===== config.mk =====
export PLATFORM = sky130hd
export DESIGN_NAME = output_uart_flat
export DESIGN_NICKNAME = d
export VERILOG_FILES = /design/src/rtl/output_uart_pkg.sv /design/src/rtl/output_uart_if.sv /design/src/rtl/output_uart_tx_byte.sv /design/src/rtl/output_uart.sv /design/src/flat_wrapper.sv
export SDC_FILE = /design/constraint.sdc
export NUM_CORES = 1
export LEC_CHECK = 0
export BUFFER_PORTS_ARGS = -buffer_cell sky130_fd_sc_hd__buf_2
export CORE_UTILIZATION = 60
export CTS_BUF_LIST = sky130_fd_sc_hd__clkbuf_4 sky130_fd_sc_hd__clkbuf_8
export DETAILED_ROUTE_END_ITERATION = 6
export HOLD_SLACK_MARGIN = 0.06
export PLACE_DENSITY = 0.87
export SYNTH_ARGS = -nofsm -noshare
export SYNTH_HDL_FRONTEND = slang
export SYNTH_SLANG_ARGS = --single-unit

===== constraint.sdc =====
create_clock -name clk -period 17.2 [get_ports clk]
set_input_delay 0.86 -clock clk [delete_from_list [all_inputs] [get_ports clk]]
set_output_delay 0.86 -clock clk [all_outputs]
set_load 0.02 [all_outputs]

===== src/rtl/output_uart_pkg.sv =====
// output_uart_pkg
// Shared types, ASCII constants and the binary-to-decimal helpers for the
// output_uart transmitter.
//   state_t     : per-frame UART state (IDLE, START, DATA, STOP)
//   bin_to_dec  : 8-bit binary -> {hundreds[1:0], tens[3:0], ones[3:0]}
//   char_sel    : character of a message for a given value and index 0..4

package output_uart_pkg;

    typedef enum logic [1:0] {
        IDLE,
        START,
        DATA,
        STOP
    } state_t;

    localparam logic [7:0] ASCII_ZERO = 8'h30;
    localparam logic [7:0] ASCII_CR   = 8'h0D;
    localparam logic [7:0] ASCII_LF   = 8'h0A;

    // Compare-subtract against 200/100, then 90 down to 10; the first tens
    // match wins, so the remainder is the ones digit.
    function automatic logic [9:0] bin_to_dec(input logic [7:0] bin);
        logic [7:0] rem;
        logic [1:0] h;
        logic [3:0] t;
        logic [3:0] o;
        rem = bin;
        h   = 2'd0;
        t   = 4'd0;
        if (rem >= 8'd200) begin
            h   = 2'd2;
            rem = rem - 8'd200;
        end else if (rem >= 8'd100) begin
            h   = 2'd1;
            rem = rem - 8'd100;
        end
        for (int unsigned k = 9; k >= 1; k--) begin
            if (t == 4'd0 && rem >= 8'(k * 10)) begin
                t   = 4'(k);
                rem = rem - 8'(k * 10);
            end
        end
        o = 4'(rem);
        return {h, t, o};
    endfunction

    // Index 0..2 are the decimal digits, 3 is CR, 4 is LF.
    function automatic logic [7:0] char_sel(input logic [7:0] v, input logic [2:0] idx);
        logic [9:0] d;
        logic [7:0] c;
        d = bin_to_dec(v);
        case (idx)
            3'd0:    c = ASCII_ZERO + {6'd0, d[9:8]};
            3'd1:    c = ASCII_ZERO + {4'd0, d[7:4]};
            3'd2:    c = ASCII_ZERO + {4'd0, d[3:0]};
            3'd3:    c = ASCII_CR;
            default: c = ASCII_LF;
        endcase
        return c;
    endfunction

endpackage


===== src/rtl/output_uart_if.sv =====
// output_uart_if
// CPU-side output bus plus the UART/LED outputs of output_uart.
//   cpu_clk_rise : one-clk strobe per rising edge of the CPU clock
//   out_en       : OUT instruction enable from control
//   bus          : CPU data bus
//   tx           : UART serial line, 8N1, idle high
//   busy         : a message is in progress
//   overrun      : sticky, a captured value was lost
//   value        : most recently captured byte (LEDs)
// modport master drives the CPU side; modport slave is the transmitter.

interface output_uart_if;

    logic       cpu_clk_rise;
    logic       out_en;
    logic [7:0] bus;
    logic       tx;
    logic       busy;
    logic       overrun;
    logic [7:0] value;

    modport master (
        output cpu_clk_rise,
        output out_en,
        output bus,
        input  tx,
        input  busy,
        input  overrun,
        input  value
    );

    modport slave (
        input  cpu_clk_rise,
        input  out_en,
        input  bus,
        output tx,
        output busy,
        output overrun,
        output value
    );

endinterface


===== src/rtl/output_uart_tx_byte.sv =====
// uart_tx_byte
// Single 8N1 frame transmitter with back-to-back chaining.
//   clk, rst_n : system clock, asynchronous active-low reset
//   start      : request a frame; accepted in IDLE or on the final stop cycle
//   data       : byte to send, sampled when start is accepted
//   done       : high on the last cycle of the stop bit
//   tx         : registered serial output, idle high
//   busy       : a frame is in progress

module uart_tx_byte
    import output_uart_pkg::*;
#(
    parameter int CLKS_PER_BIT = 234
) (
    input  logic       clk,
    input  logic       rst_n,
    input  logic       start,
    input  logic [7:0] data,
    output logic       done,
    output logic       tx,
    output logic       busy
);

    localparam int unsigned BAUD_W = (CLKS_PER_BIT > 2) ? $clog2(CLKS_PER_BIT) : 1;
    localparam logic [BAUD_W-1:0] BAUD_LAST = BAUD_W'(CLKS_PER_BIT - 1);

    state_t            state, state_d;
    logic [BAUD_W-1:0] baud_cnt, baud_d;
    logic [2:0]        bit_cnt, bit_d;
    logic [7:0]        shreg, sh_d;
    logic              tx_q, tx_d;
    logic              baud_end;

    always_ff @(posedge clk or negedge rst_n) begin
        if (!rst_n) begin
            state    <= IDLE;
            baud_cnt <= '0;
            bit_cnt  <= '0;
            shreg    <= '0;
            tx_q     <= 1'b1;
        end else begin
            state    <= state_d;
            baud_cnt <= baud_d;
            bit_cnt  <= bit_d;
            shreg    <= sh_d;
            tx_q     <= tx_d;
        end
    end

    always_comb begin
        baud_end = (baud_cnt == BAUD_LAST);
        state_d  = state;
        baud_d   = baud_cnt + BAUD_W'(1);
        bit_d    = bit_cnt;
        sh_d     = shreg;
        tx_d     = tx_q;
        done     = 1'b0;
        case (state)
            IDLE: begin
                baud_d = '0;
                tx_d   = 1'b1;
                if (start) begin
                    state_d = START;
                    tx_d    = 1'b0;
                    sh_d    = data;
                end
            end
            START: begin
                if (baud_end) begin
                    baud_d  = '0;
                    state_d = DATA;
                    bit_d   = 3'd0;
                    tx_d    = shreg[0];
                end
            end
            DATA: begin
                if (baud_end) begin
                    baud_d = '0;
                    if (bit_cnt == 3'd7) begin
                        state_d = STOP;
                        tx_d    = 1'b1;
                    end else begin
                        bit_d = bit_cnt + 3'd1;
                        sh_d  = {1'b0, shreg[7:1]};
                        tx_d  = shreg[1];
                    end
                end
            end
            default: begin // STOP
                if (baud_end) begin
                    done   = 1'b1;
                    baud_d = '0;
                    // A start on the last stop cycle chains the next frame
                    // with no idle gap.
                    if (start) begin
                        state_d = START;
                        tx_d    = 1'b0;
                        sh_d    = data;
                    end else begin
                        state_d = IDLE;
                        tx_d    = 1'b1;
                    end
                end
            end
        endcase
    end

    assign tx   = tx_q;
    assign busy = (state != IDLE);

endmodule


===== src/rtl/output_uart.sv =====
// output_uart
// Sends each byte written by the CPU OUT instruction as three ASCII decimal
// digits (optionally followed by CR LF) on a UART line, and shows the byte
// on the LEDs.
//   clk, rst_n : system clock, asynchronous active-low reset
//   io (slave) : cpu_clk_rise, out_en, bus in; tx, busy, overrun, value out
// Parameters: CLKS_PER_BIT (>= 2) clocks per bit, SEND_CRLF appends CR LF.

module output_uart
    import output_uart_pkg::*;
#(
    parameter int CLKS_PER_BIT = 234,
    parameter int SEND_CRLF    = 1
) (
    input  logic          clk,
    input  logic          rst_n,
    output_uart_if.slave  io
);

    localparam int unsigned NUM_CHARS = (SEND_CRLF != 0) ? 5 : 3;
    localparam logic [2:0]  LAST_IDX  = 3'(NUM_CHARS - 1);

    logic [7:0] work, work_d;
    logic [2:0] char_idx, idx_d;
    logic [7:0] pend, pend_d;
    logic       pend_v, pend_v_d;
    logic       launch, launch_d;
    logic       overrun_q, overrun_d;
    logic [7:0] value_q, value_d;

    logic       capture;
    logic       active;
    logic       last_done;
    logic       tx_start;
    logic [7:0] tx_data;
    logic       tx_done;
    logic       tx_busy;

    uart_tx_byte #(
        .CLKS_PER_BIT(CLKS_PER_BIT)
    ) u_tx (
        .clk   (clk),
        .rst_n (rst_n),
        .start (tx_start),
        .data  (tx_data),
        .done  (tx_done),
        .tx    (io.tx),
        .busy  (tx_busy)
    );

    always_ff @(posedge clk or negedge rst_n) begin
        if (!rst_n) begin
            work      <= '0;
            char_idx  <= '0;
            pend      <= '0;
            pend_v    <= 1'b0;
            launch    <= 1'b0;
            overrun_q <= 1'b0;
            value_q   <= '0;
        end else begin
            work      <= work_d;
            char_idx  <= idx_d;
            pend      <= pend_d;
            pend_v    <= pend_v_d;
            launch    <= launch_d;
            overrun_q <= overrun_d;
            value_q   <= value_d;
        end
    end

    always_comb begin
        capture   = io.out_en && io.cpu_clk_rise;
        // launch covers the cycle between an idle capture and the first
        // start bit, so a capture there is queued rather than restarting.
        active    = launch || tx_busy;
        last_done = tx_done && (char_idx == LAST_IDX);

        tx_start  = 1'b0;
        tx_data   = char_sel(work, char_idx);
        work_d    = work;
        idx_d     = char_idx;
        pend_d    = pend;
        pend_v_d  = pend_v;
        launch_d  = 1'b0;
        overrun_d = overrun_q;
        value_d   = capture ? io.bus : value_q;

        // Frame sequencing: first frame, next character, or next message.
        if (launch) begin
            tx_start = 1'b1;
            tx_data  = char_sel(work, 3'd0);
        end else if (tx_done && !last_done) begin
            tx_start = 1'b1;
            idx_d    = char_idx + 3'd1;
            tx_data  = char_sel(work, idx_d);
        end else if (last_done) begin
            if (pend_v) begin
                tx_start = 1'b1;
                work_d   = pend;
                idx_d    = 3'd0;
                pend_v_d = 1'b0;
                tx_data  = char_sel(pend, 3'd0);
            end else if (capture) begin
                tx_start = 1'b1;
                work_d   = io.bus;
                idx_d    = 3'd0;
                tx_data  = char_sel(io.bus, 3'd0);
            end
        end

        // Capture routing. On the final stop cycle the pending slot is being
        // drained, so a capture there refills it without an overrun.
        if (capture) begin
            if (!active) begin
                work_d   = io.bus;
                idx_d    = 3'd0;
                launch_d = 1'b1;
            end else if (!(last_done && !pend_v)) begin
                if (pend_v && !last_done) begin
                    overrun_d = 1'b1;
                end
                pend_d   = io.bus;
                pend_v_d = 1'b1;
            end
        end
    end

    assign io.busy    = tx_busy;
    assign io.overrun = overrun_q;
    assign io.value   = value_q;

endmodule


===== src/flat_wrapper.sv =====
// flat-port wrapper written by rule: the top's interface ports become plain ports
module output_uart_flat import output_uart_pkg::*;
#(
    parameter int CLKS_PER_BIT = 234,
    parameter int SEND_CRLF    = 1
)
  (clk, rst_n, io_cpu_clk_rise, io_out_en, io_bus, io_tx, io_busy, io_overrun, io_value);
  output_uart_if io_i ();
  input  logic clk;
  input  logic rst_n;
  input wire logic [$bits(io_i.cpu_clk_rise)-1:0] io_cpu_clk_rise;
  input wire logic [$bits(io_i.out_en)-1:0] io_out_en;
  input wire logic [$bits(io_i.bus)-1:0] io_bus;
  output wire logic [$bits(io_i.tx)-1:0] io_tx;
  output wire logic [$bits(io_i.busy)-1:0] io_busy;
  output wire logic [$bits(io_i.overrun)-1:0] io_overrun;
  output wire logic [$bits(io_i.value)-1:0] io_value;
  assign io_i.cpu_clk_rise = io_cpu_clk_rise;
  assign io_i.out_en = io_out_en;
  assign io_i.bus = io_bus;
  assign io_tx = io_i.tx;
  assign io_busy = io_i.busy;
  assign io_overrun = io_i.overrun;
  assign io_value = io_i.value;
  output_uart #(.CLKS_PER_BIT(CLKS_PER_BIT), .SEND_CRLF(SEND_CRLF)) u_core (.clk(clk), .rst_n(rst_n), .io(io_i));
endmodule

Word-level counts from Yosys, hierarchy flattened

Cells that the tools add are included.

Reductions and logical operators: 53
Add/sub/neg operators: 32
Equal/unequal tests: 16
Bitwise operators: 2
$lt $le $gt $ge: 24
Multiplexer cells: 154

Operator list:

| kind                | number |
|---|---|
| $mux 8              | 54 |
| $mux 4              | 40 |
| $ge 8x7->1 const B  | 9 |
| $logic_not 4->1     | 16 |
| $pmux 8 s4          | 2 |
| $sub 8x7->8 const B | 7 |
| $ge 8x6->1 const B  | 6 |
| $sub 8x6->8 const B | 6 |
| $mux 2              | 20 |
| $add 6x2->7 const A | 5 |
| $ge 8x5->1 const B  | 4 |
| $sub 8x5->8 const B | 4 |
| $mux 3              | 10 |
| $add 6x4->7 const A | 4 |
| $ge 8x8->1 const B  | 3 |
| $mux 1              | 24 |
| $pmux 8 s3          | 1 |
| $logic_and 1x1->1   | 21 |
| $ge 8x4->1 const B  | 2 |
| $eq 3x2->1 const B  | 4 |
| $reduce_and 4->1    | 3 |
| $add 8x1->8 const B | 1 |
| $eq 8x8->1 const B  | 1 |
| $ne 2x2->1 const B  | 4 |
| other kinds (20)    | 30 |

Bits in registers: 52
Input port bits: 12
Output and inout bits: 11
Word-level logic and storage cells: 293

Longest topological paths before layout

Word-level depth: 59
Gate-level depth with buffers: 49
Mapped depth without buffers: 47

Cells and area by module

From an unflattened synthesis, not the netlist that was laid out.

Cells, all modules: 671
Area, all modules: 5610.4 µm²

By module, submodules not included:

| module       | cells an instance | area each (µm²) | seq. area each (µm²) | instances |
|---|---|---|---|---|
| output_uart  | 559               | 4380.5          | 750.7                | 1 |
| uart_tx_byte | 112               | 1229.9          | 551.8                | 1 |

Worst setup path before layout

No wires, ideal clock.

Path type: register -> register
Start point: reg u_core.work[4]
End point: reg u_core.u_tx.shreg[3]
Library setup time: 77 ps
Stages on the path, launching flop included: 46
Required time: 17123 ps
Setup slack: 7771 ps
Path buffers: 3
Arrival time: 9352 ps
Clock period less this slack: 9429 ps
Path through: dfrtp_1 -> inv_1 -> ha_1 -> or4b_4 -> a21o_1 -> mux2i_2 -> xor2_1 -> buf_4 -> or4_1 -> a21boi_0 -> ha_1 -> buf_2 -> o41ai_1 -> a2111o_1 -> nor4_2 -> a311oi_4 -> inv_2 -> ha_1 -> [10 not listed] -> buf_2 -> mux2i_1 -> inv_1 -> ha_1 -> and3_1 -> nor4_1 -> o21ba_2 -> o211ai_1 -> xnor2_1 -> ha_1 -> o311a_1 -> nor3_4 -> xor2_1 -> ha_1 -> nor3_1 -> nand4_1 -> o41a_1 -> a21oi_1

Longest elaborated chain between the ends: 56

Ends and longest elaborated chain:

| element                                   | RTL line                                             | text |
|---|---|---|
| start, declared                           | output_uart.sv:23                                    | `logic [7:0] work, work_d;` |
| start signal, assigned                    | output_uart.sv:61                                    | `work <= work_d;` |
| $sub 8x7->8 or $ge 8x7->1 (tied branches) | output_uart_pkg.sv:36, output_uart_pkg.sv:34         |  |
| $mux 8                                    | output_uart_pkg.sv:34                                | `end else if (rem >= 8'd100) begin` |
| $mux 8                                    | output_uart_pkg.sv:31                                | `if (rem >= 8'd200) begin` |
| $mux 8                                    | output_uart.sv:92                                    | `end else if (tx_done && !last_done) begin` |
| $mux 8                                    | output_uart.sv:89                                    | `if (launch) begin` |
| $sub 8x7->8 or $ge 8x7->1 (tied branches) | output_uart_pkg.sv:41, output_uart_pkg.sv:39         |  |
| $mux 8 or $mux 4 (tied branches)          | output_uart_pkg.sv:39                                | `if (t == 4'd0 && rem >= 8'(k * 10)) begin` |
| $mux 8 or $mux 4 (tied branches)          | output_uart.sv:92                                    |  |
| [40 not listed]                           | -                                                    |  |
| $mux 4                                    | output_uart.sv:89                                    |  |
| $add 6x4->7 (on tied branches)            | output_uart_pkg.sv:56, output_uart_pkg.sv:55         |  |
| $pmux 8 s4                                | output_uart_pkg.sv:53                                | `case (idx)` |
| $mux 8                                    | output_uart.sv:92                                    |  |
| $mux 8 (*)                                | output_uart.sv:89                                    |  |
| $mux 8 (*)                                | output_uart_tx_byte.sv:62, output_uart_tx_byte.sv:95 |  |
| $mux 8                                    | output_uart_tx_byte.sv:90                            | `if (baud_end) begin` |
| $pmux 8 s3 (*)                            | output_uart_tx_byte.sv:58                            | `case (state)` |
| end signal, assigned                      | output_uart_tx_byte.sv:39                            | `shreg <= '0;` |
| end signal, assigned                      | output_uart_tx_byte.sv:45                            | `shreg <= sh_d;` |
| end, declared                             | output_uart_tx_byte.sv:30                            | `logic [7:0] shreg, sh_d;` |

Mark *: on every way between the ends. The rest lies on a longest branch, timed or not. The select of a mux whose other input is x is not followed.
A chain may end at the register's enable or synchronous reset.

Final worst setup path

Same ends and word-level chain as after synthesis.

==> results.md <==
- Detail Route Antenna Nets: 0
- HPWL after detailed placement: 10240 microns
- Die width: 96.42 microns
- Clk_lat worst skew: 300 ps
- #FFs+latches synth: 50
- Port Buf Inserts: 22
- Mapped Cells: 641
- RR Startpoint: u_core.work[4]
- Diodes inserted: 0
- Largest area contributor in the netlist: dfrtp_1
- Die area: 9297 sq um
- Worst Path Max Fanout: 11
- Cell mode on critical path: ha_1
- Initial antenna violation count: 0
- Hold Startpoint: u_core.io.overrun
- Worst Max-Slew Pin Slew: 1067 ps
- First-pass GRT wire length: 22780 microns
- Outcome: complete, no violations
- Clock transition at the registers of the reported paths: 90 ps
- Post-route setup TNS: 0 ps
- Bufs on Longest Clock Path: 2
- Total number of vias: 5308
- GRT overflow: 0
- Syn Nets: 685
- Hold_buf cts: 0
- Final setup violation count: 0
- Die H: 96.42 microns
- Clock buffer count from CTS: 5
- Ys flop type: dfrtp_1
- Drt first-iter violations: 410
- Drt first pass iters: 5
- I/O Pins: 23
- Critical-path top delay cell: xor2_1
- Worst path required time: 17430 ps
- Yosys warning count: 0
- Hold Path Depth: 1
- Layout Area Growth over Synthesis: 5.684%
- HP Class: flip-flop to flip-flop
- Core ar.: 8678 sq um
- Post-CTS Setup Inserts: 0
- Clock Sinks: 50
- Reg2Reg Setup Slack: 6000 ps
- GRT Overall Usage: 0.3048
- Most frequent cells after synthesis: 68 x nand2_1, 49 x dfrtp_1, 47 x nor2_1, 40 x a21oi_1, 36 x o21ai_0
- # fillers: 712
- CTS tree: yes
- Max-cap viol count: 0
- Vias in the first global route: 4843
- Ys async rst share: 1.000
- Nets: 694
- CP max stage delay: 640 ps
- Worst r2r dst: u_core.u_tx.shreg[3]
- EDFF count, synth: 0
- R2R cell count: 46
- Cell Area, Synth: 5349 sq um
- Top cells by area, synth: dfrtp_1 23%, ha_1 7.5%, nand2_1 4.8%
- Share of the synthesized area in the top cell type: 0.2292
- Layout cells sized above 1: 0.1536
- Final number of hold-violating endpoints: 0
- Crit path kind: flip-flop to flip-flop
- Fin crit period: 11200 ps
- RSZ-0062 raised after global routing: false
- Nature of the critical path endpoint: flip-flop
- Max-slew violations: 0
- Critical path arrival: 11430 ps
- DR vias/cell: 6.993
- Crit start category: flip-flop
- Root buffer cell: clkbuf_8
- FMAX: 89.31 MHz
- Largest net degree at the start of global routing: 51
- DRC: 0
- Final Routed Wirelength: 13800 microns
- Unique masters post-synth: 99
- CTS resizes: 0
- CP Launch Point: u_core.work[4]
- Core Rows: 34
- Clock Skew: 8.562 ps
- Htree depth: 2
- Slew headroom: 0.2887
- Initial Util: 0.6163
- Routability cong.: 0.9321
- Cell with the most instances after synthesis: nand2_1
- Register area share after synthesis: 0.2342
- Synthesized area per cell: 8.345 sq um
- Hold endpoint: u_core.io.overrun
- Wirelength per Cell: 18.18 microns
- Final period util: 0.6510
-- critical path, delay by kind of cell, from the launching register on --
family	cells	cell delay, ps
multiplexers	4	1210
buffers and inverters	4	490
XOR/XNOR	3	1310
flip-flops	1	470
AND/OR/NAND/NOR	15	2930
adder cells (fa/ha/maj)	7	1520
AO/OA/AOI/OAI	13	3220
-- how the worst max path moves through the flow --
stage,depth (start not counted),to
final,46,u_core.u_tx.shreg[3]
after global routing,46,u_core.u_tx.shreg[3]
after CTS,46,u_core.u_tx.shreg[3]
after detailed placement,46,u_core.u_tx.shreg[3]
after global placement,46,u_core.u_tx.shreg[3]
after floorplan,45,u_core.u_tx.shreg[3]
-- registers in the layout, summed over array words and instances (netlist names) --
signal and flops:
u_core.work 8, u_core.u_tx.state 2, u_core.pend 8, u_core.u_tx.shreg 6
u_core.launch 1, u_core.u_tx.baud_cnt 8, u_core.u_tx.bit_cnt 3, u_core.io.value 8
u_core.pend_v 1, u_core.u_tx.tx 1, u_core.char_idx 3, u_core.io.overrun 1
-- final cells by class --
type	instances	area [sq um]	area share
Multi-Input combinational cell	536	3874	0.6853
Sequential cell	50	1252	0.2216
Tap cell	108	135.1	0.02390
Timing Repair Buffer	24	125.1	0.02213
Inverter	33	123.9	0.02191
Clock buffer	6	82.58	0.01461
Clock inverter	2	60.06	0.01062
-- metal layers --
layer / track usage / share of wire
met5: 0 / 0
met4: 0.09681 / 0.019
met3: 0.02817 / 0.063
met2: 0.5290 / 0.49
met1: 0.4010 / 0.43
-- cells by family after synthesis --
kind of cell,Yosys count,share of synthesized area
fa+ha+maj,32,0.07485
compound gates,233,0.3284
flops,50,0.2342
simple gates,220,0.2171
xor+xnor,17,0.03275
buf+inv,55,0.04164
mux,34,0.07111
-- placed cells by master (no fill, tap or decap), types with 12 or more instances in the layout --
cell type  instances
ha_1              32
nor2_1            47
a21o_1            12
nor3_1            12
a31oi_1           15
buf_2             22
mux2_2            22
nand2_1           68
dfrtp_1           49
inv_1             30
a22oi_1           12
nand3_1           15
a21oi_1           40
o21ai_0           36
-- per-stage QoR --
step           hold slack (ps)  setup slack [ps]  utilization  area [sq um]  cells
2_1_floorplan            469.8              7771            -          5349    641
3_3_place_gp             459.4              6714       0.6349          5510    751
3_5_place_dp             470.8              6181       0.6349          5510    751
4_1_cts                  501.2              6125       0.6514          5653    759
5_1_grt                  513.6              5186       0.6514          5653    759
6_report                 499.8              6003       0.6514          5653    759
Power is left out: the tool's default activity adds up to more than one toggle a clock period on the data nets, which glitch-free logic cannot reach.
